File: config.mk
export PLATFORM = sky130hd
export DESIGN_NAME = dmem_responder
export DESIGN_NICKNAME = d
export VERILOG_FILES = /design/src/rtl/dmem_pkg.sv /design/src/rtl/dmem_array.sv /design/src/rtl/dmem_responder.sv
export SDC_FILE = /design/constraint.sdc
export NUM_CORES = 2
export LEC_CHECK = 0
export CAP_MARGIN = 20
export CELL_PAD_IN_SITES_DETAIL_PLACEMENT = 1
export CELL_PAD_IN_SITES_GLOBAL_PLACEMENT = 1
export CORE_MARGIN = 8
export CORE_UTILIZATION = 40
export DETAILED_ROUTE_END_ITERATION = 8
export HOLD_SLACK_MARGIN = 0.12
export PLACE_DENSITY_LB_ADDON = 0.15
export SETUP_SLACK_MARGIN = 0.02
export SYNTH_ARGS = -nofsm -noshare
export SYNTH_HDL_FRONTEND = slang
export SYNTH_SLANG_ARGS = --single-unit
export TNS_END_PERCENT = 100
File: constraint.sdc
create_clock -name clk_i -period 4.8 [get_ports clk_i]
set_input_delay 1.2 -clock clk_i [delete_from_list [all_inputs] [get_ports clk_i]]
set_output_delay 1.2 -clock clk_i [all_outputs]
set_load 0.01 [all_outputs]
File: src/rtl/dmem_pkg.sv
// Shared types and helpers for the data-memory responder.
// Latency: n/a (package only).
// Backpressure: n/a (package only).
package dmem_pkg;

    // Responder FSM states.
    typedef enum logic [1:0] {
        IDLE = 2'd0,
        BUSY = 2'd1,
        DONE = 2'd2
    } state_e;

    // Latched request type; a store wins when both strobes are set.
    localparam logic REQ_RD = 1'b0;
    localparam logic REQ_WR = 1'b1;

    // Ceiling log2 for elaboration-time widths (returns 0 for n <= 1).
    function automatic int clog2(input int n);
        int r;
        r = 0;
        for (int i = 0; i < 31; i++) begin
            if ((1 << i) < n) begin
                r = i + 1;
            end
        end
        return r;
    endfunction

endpackage

File: src/rtl/dmem_array.sv
// Word storage: DEPTH x 32, synchronous write, registered read-before-write.
// Latency: read data appears one clock after re_i; writes land on the same edge.
// Backpressure: none; every enabled access completes on the edge it is presented.
module dmem_array #(
    parameter int DEPTH = 128,
    parameter int IDX_W = 7
) (
    input  logic             clk_i,
    input  logic             rst_n,
    input  logic             we_i,
    input  logic             re_i,
    input  logic             clr_i,
    input  logic [IDX_W-1:0] idx_i,
    input  logic [31:0]      wdat_i,
    output logic [31:0]      rdat_o
);

    logic [31:0] mem_q [DEPTH];
    logic [31:0] rdat_q;

    // Storage is deliberately left out of reset so it survives a CPU reset.
    always_ff @(posedge clk_i) begin
        if (we_i) begin
            mem_q[idx_i] <= wdat_i;
        end
    end

    // Read register samples the pre-write word; clear wins for rejected accesses.
    always_ff @(posedge clk_i or negedge rst_n) begin
        if (!rst_n) begin
            rdat_q <= '0;
        end else if (clr_i) begin
            rdat_q <= '0;
        end else if (re_i) begin
            rdat_q <= mem_q[idx_i];
        end
    end

    assign rdat_o = rdat_q;

endmodule

File: src/rtl/dmem_responder.sv
// MEM-stage load/store target with a fixed service time; optional DMEM_ALIGN_CHECK_EN adds err_o.
// Latency: ready_o pulses LATENCY cycles after the IDLE acceptance cycle; data_o valid with it.
// Backpressure: stall_o holds the pipeline from acceptance until the DONE cycle; no new accept in DONE.
module dmem_responder
    import dmem_pkg::*;
#(
    parameter int DEPTH   = 128,
    parameter int LATENCY = 2
) (
    input  logic        clk_i,
    input  logic        rst_n,
    input  logic [31:0] addr_i,
    input  logic [31:0] data_i,
    input  logic        MemRead_i,
    input  logic        MemWrite_i,
    output logic [31:0] data_o,
    output logic        stall_o,
    output logic        ready_o
`ifdef DMEM_ALIGN_CHECK_EN
    ,
    output logic        err_o
`endif
);

    localparam int         IDX_W    = clog2(DEPTH);
    localparam logic [3:0] CNT_INIT = 4'(LATENCY - 1);

    state_e             state_q, state_d;
    logic [3:0]         cnt_q, cnt_d;
    logic [IDX_W-1:0]   idx_q, idx_d;
    logic [31:0]        wdat_q, wdat_d;
    logic               typ_q, typ_d;
    logic               rd_q, rd_d;
    logic               bad_q, bad_d;
    logic               ready_q;
    logic               err_q;

    logic               req;
    logic               addr_bad;
    logic               fire;
    logic               arr_we;
    logic               arr_re;
    logic               arr_clr;

    assign req = MemRead_i | MemWrite_i;

`ifdef DMEM_ALIGN_CHECK_EN
    // Misaligned or beyond the array: completes normally but is flagged and has no effect.
    assign addr_bad = (addr_i[1:0] != 2'b00) || (addr_i[31:IDX_W+2] != '0);
`else
    // Without checking, low bits are dropped and the index wraps modulo DEPTH.
    assign addr_bad = 1'b0;
`endif

    // Bits that never reach the index are intentionally ignored.
    logic unused_addr_bits;
    assign unused_addr_bits = ^{addr_i[1:0], addr_i[31:IDX_W+2]};

    // Next-state logic; *_d carries the transaction seen on the completion edge.
    always_comb begin
        state_d = state_q;
        cnt_d   = cnt_q;
        idx_d   = idx_q;
        wdat_d  = wdat_q;
        typ_d   = typ_q;
        rd_d    = rd_q;
        bad_d   = bad_q;
        fire    = 1'b0;
        case (state_q)
            IDLE: begin
                if (req) begin
                    idx_d  = addr_i[IDX_W+1:2];
                    wdat_d = data_i;
                    typ_d  = MemWrite_i ? REQ_WR : REQ_RD;
                    rd_d   = MemRead_i;
                    bad_d  = addr_bad;
                    if (LATENCY == 1) begin
                        state_d = DONE;
                        fire    = 1'b1;
                    end else begin
                        state_d = BUSY;
                        cnt_d   = CNT_INIT;
                    end
                end
            end
            BUSY: begin
                // Inputs are ignored here; the latched request always finishes.
                if (cnt_q == 4'd1) begin
                    state_d = DONE;
                    cnt_d   = 4'd0;
                    fire    = 1'b1;
                end else begin
                    cnt_d = cnt_q - 4'd1;
                end
            end
            DONE: begin
                state_d = IDLE;
            end
            default: begin
                state_d = IDLE;
            end
        endcase
    end

    // Gate with rst_n so a request held during reset can never commit.
    assign arr_we  = fire & rst_n & (typ_d == REQ_WR) & ~bad_d;
    assign arr_re  = fire & rst_n & rd_d & ~bad_d;
    assign arr_clr = fire & rst_n & bad_d;

    // FSM, request latch and completion flags.
    always_ff @(posedge clk_i or negedge rst_n) begin
        if (!rst_n) begin
            state_q <= IDLE;
            cnt_q   <= 4'd0;
            idx_q   <= '0;
            wdat_q  <= '0;
            typ_q   <= REQ_RD;
            rd_q    <= 1'b0;
            bad_q   <= 1'b0;
            ready_q <= 1'b0;
            err_q   <= 1'b0;
        end else begin
            state_q <= state_d;
            cnt_q   <= cnt_d;
            idx_q   <= idx_d;
            wdat_q  <= wdat_d;
            typ_q   <= typ_d;
            rd_q    <= rd_d;
            bad_q   <= bad_d;
            ready_q <= fire;
            err_q   <= fire & bad_d;
        end
    end

    dmem_array #(
        .DEPTH (DEPTH),
        .IDX_W (IDX_W)
    ) u_array (
        .clk_i  (clk_i),
        .rst_n  (rst_n),
        .we_i   (arr_we),
        .re_i   (arr_re),
        .clr_i  (arr_clr),
        .idx_i  (idx_d),
        .wdat_i (wdat_d),
        .rdat_o (data_o)
    );

    assign stall_o = ((state_q == IDLE) & req) | (state_q == BUSY);
    assign ready_o = ready_q;

`ifdef DMEM_ALIGN_CHECK_EN
    assign err_o = err_q;
`else
    logic unused_err;
    assign unused_err = err_q;
`endif

endmodule
==> qor.yml <==
detailed_routing:
  vias: 99345
  via_per_inst: 6.11
  wirelength_mm: 563
  drt_iter0_markers: 11138
  drc: 0
  firstDrtPassIters: 6
  avgRoutedWirePerCell_um: 34.6
  postRouteAntennaNets: 0
final_layout:
  drive_above_1_share_pct: 20.1
  fin_nets: 10747
  syn2layout_area_growth_pct: 22.9
  fin_area_sq_um: 193000
  fin_util_pct: 49.3
  fillers: 36741
cts:
  htree_levels: 5
  numClockSinks: 4177
  clkTransAtPathRegs_ns: 0.06
  insertion_delay_ns: 1.05
  cts-root-buf: "clkbuf_16"
  cts_buffers: 439
  cts_max_path_buffers: 4
  cts_tree: "yes"
  hold_buffers: 0
floorplan:
  die_y_um: 643
  row_count: 230
  die_area_sq_um: 413000
  io_pins: 102
  floorplan.die.width_um: 643
  core_sq_um: 392000
  start_util_pct: 40.1
worst_setup_path:
  crit_fanout: 23
  r2r_start: "state_q[0]"
  path_class: "in -> out"
  r2r_slack_ns: 0.33
  rr_worst_depth: 14
  cp_top_family: "buffers and inverters"
  crit_path_start_kind: "input pin"
  crit_slowest_cell: "clkdlybuf4s50_1"
  cp-end-kind: "primary output"
  r2r-end: "u_array.rdat_o[4]"
  path_buf_inv: 5
  cp.arrival_ns: 3.51
  crit_path_cell_trace: "clkdlybuf4s50_1 -> or2_4 -> buf_4 -> buf_6 -> nand2_4 -> buf_12 -> nand2_1 -> clkdlybuf4s50_1"
  crit_path_frequent_cell: "clkdlybuf4s50_1"
  cp.required_ns: 3.60
  slowest_delay_ns: 0.57
global_routing:
  grt.total_usage_pct: 26.2
  grt_max_degree: 129
  grt_pass1_wl_mm: 784
  grt-ovfl-total: 0
  grt_pass1_vias: 100804
  antenna_found_initial: 29
pwr:
  ir_worst_vdd_uv: 507
  power_density_nw_per_um2: 696
  p_leak_nw: 63.0
sta:
  rsz0062_at_grt: "false"
  worst_pin_slew_ns: 0.976
  hold_viol: 0
  fin_crit_ns: 4.71
  finalSetupViolations: 0
  max_slew_margin_pct: 35.0
  finalCritPeriodShare_pct: 98.2
  slew_viol_final: 0
  tns_ns: 0
  fmax_mhz: 212
  skew_ns: 0.0965
  hold_ws_ns: 0.470
synthesis:
  synth.top_cells.by_area: "edfxtp_1, o22ai_1, nand2_1, a211oi_1, dfrtp_1"
  yosysUniqueCellTypes: 68
  synth-seq-cells: 4177
  synth_edf_count: 4096
  yosys-top-cells-count: "edfxtp_1, o22ai_1, nand2_1"
  synthCells: 9525
  synthArstFlopShare_pct: 1.94
  synth_nets: 9595
  synth_flop_cell: "edfxtp_1"
  synth_top_area_share_pct: 78.3
  yosysTopAreaCell: "edfxtp_1"
  synth.most_common_cell: "edfxtp_1"
  yosysSeqAreaShare_pct: 79.5
  avgSynthCellArea_sq_um: 16.5
  synth_warnings: 0
  syn_area_sq_um: 157000
run:
  drv_cap: 0
place:
  numPortBuffers: 76
  post_dp_cell_area_sq_um: 179000
  hpwlAfterDp_mm: 361
  gp_congestion: 0.849
status:
  status: "complete, no violations"
min_path:
  hp-class: "in -> async"
==> kinds of logic (layout without fill, tap and decap cells) <==
logic type               Yosys count  in the layout  synth area share [%]
adder cells (fa/ha/maj)            2              2                0.0159
flip-flops                      4177           4177                  79.5
multiplexers                      96             96                 0.611
AND/OR/NAND/NOR                 1895           1895                  5.79
buffers and inverters            739           2254                  2.05
other                              0             10                     0
AO/OA/AOI/OAI                   2616           2616                  12.0
==> area by class of cell <==
type	instances	area [sq um]	area share [%]
Antenna cell	10	25.0	0.0130
Clock buffer	574	11600	6.03
Clock inverter	230	2260	1.17
Inverter	12	52.6	0.0272
Multi-Input combinational cell	4609	30400	15.7
Sequential cell	4177	125000	64.7
Tap cell	5220	6530	3.38
Timing Repair Buffer	1438	17300	8.96
==> power by group <==
part / total [mW] / switching (mW) / leakage (nW) / internal (mW)
logic: 53.5 / 35.8 / 18.1 / 17.7
clock network: 33.3 / 14.3 / 6.76 / 19.0
registers: 47.7 / 0.430 / 38.1 / 47.3
==> per-stage QoR <==
| step | worst slack (ns) | std cells | total power, mW |
|---|---|---|---|
| final | 0.0866 | 16270 | 134 |
| after global routing | 0.0683 | 16261 | 138 |
| after CTS | 0.0452 | 16254 | 135 |
| after detailed placement | -0.797 | 15450 | 102 |
| after global placement | -0.810 | 15450 | 101 |
| after floorplan | -0.377 | 9525 | 69.6 |
==> worst max path at each step <==
stage | startpoint | end | slack [ns] | cells past startpoint
floorplan | MemWrite_i | u_array.mem_q[0][10] | -0.38 | 10
global placement | MemWrite_i | u_array.rdat_o[4] | -0.81 | 15
detailed placement | MemWrite_i | u_array.rdat_o[4] | -0.80 | 15
CTS | MemWrite_i | stall_o | 0.05 | 8
global route | MemWrite_i | stall_o | 0.07 | 8
finish | MemWrite_i | stall_o | 0.09 | 8
==> placed cells by master (no fill, tap or decap), types with 92 or more instances in the layout <==
| master | netlist | final |
|---|---|---|
| o22ai_1 | 1165 | 1165 |
| nor2_1 | 279 | 140 |
| nor2_4 | 1 | 141 |
| buf_4 | 38 | 858 |
| a31oi_1 | 191 | 191 |
| nor4_1 | 159 | 157 |
| o22a_1 | 121 | 121 |
| clkbuf_1 | 398 | 122 |
| a211oi_1 | 319 | 319 |
| o41ai_1 | 125 | 125 |
| clkinv_1 | 1 | 104 |
| o21ai_0 | 92 | 92 |
| nand2_1 | 804 | 768 |
| and3_1 | 312 | 311 |
| edfxtp_1 | 4096 | 4096 |
| buf_12 | 0 | 505 |
| nand3_1 | 162 | 154 |
| clkbuf_16 | 0 | 441 |
| mux2i_1 | 96 | 96 |
==> flip-flops by register name, indices dropped and copies added (netlist names) <==
register and count:
cnt_q 4, ready_o 1, idx_q 7, bad_q 1
u_array.mem_q 4096, u_array.rdat_o 32, state_q 2, rd_q 1
wdat_q 32, typ_q 1
==> metal layers <==
layer / vias up / track usage, % / wire (um)
li1: 41584 / - / -
met2: 3804 / 43.7 / 271000
met1: 53107 / 35.4 / 233000
met5: - / 0 / 27
met3: 846 / 3.69 / 36600
met4: 4 / 9.27 / 22700
==> what timing repair did <==
action	in CTS	in global routing
setup buffers	0	6
gates resized for setup	1	0
pin swaps	0	1
endpoints found under the setup margin	1	1
(Power assumes the default switching activity.)
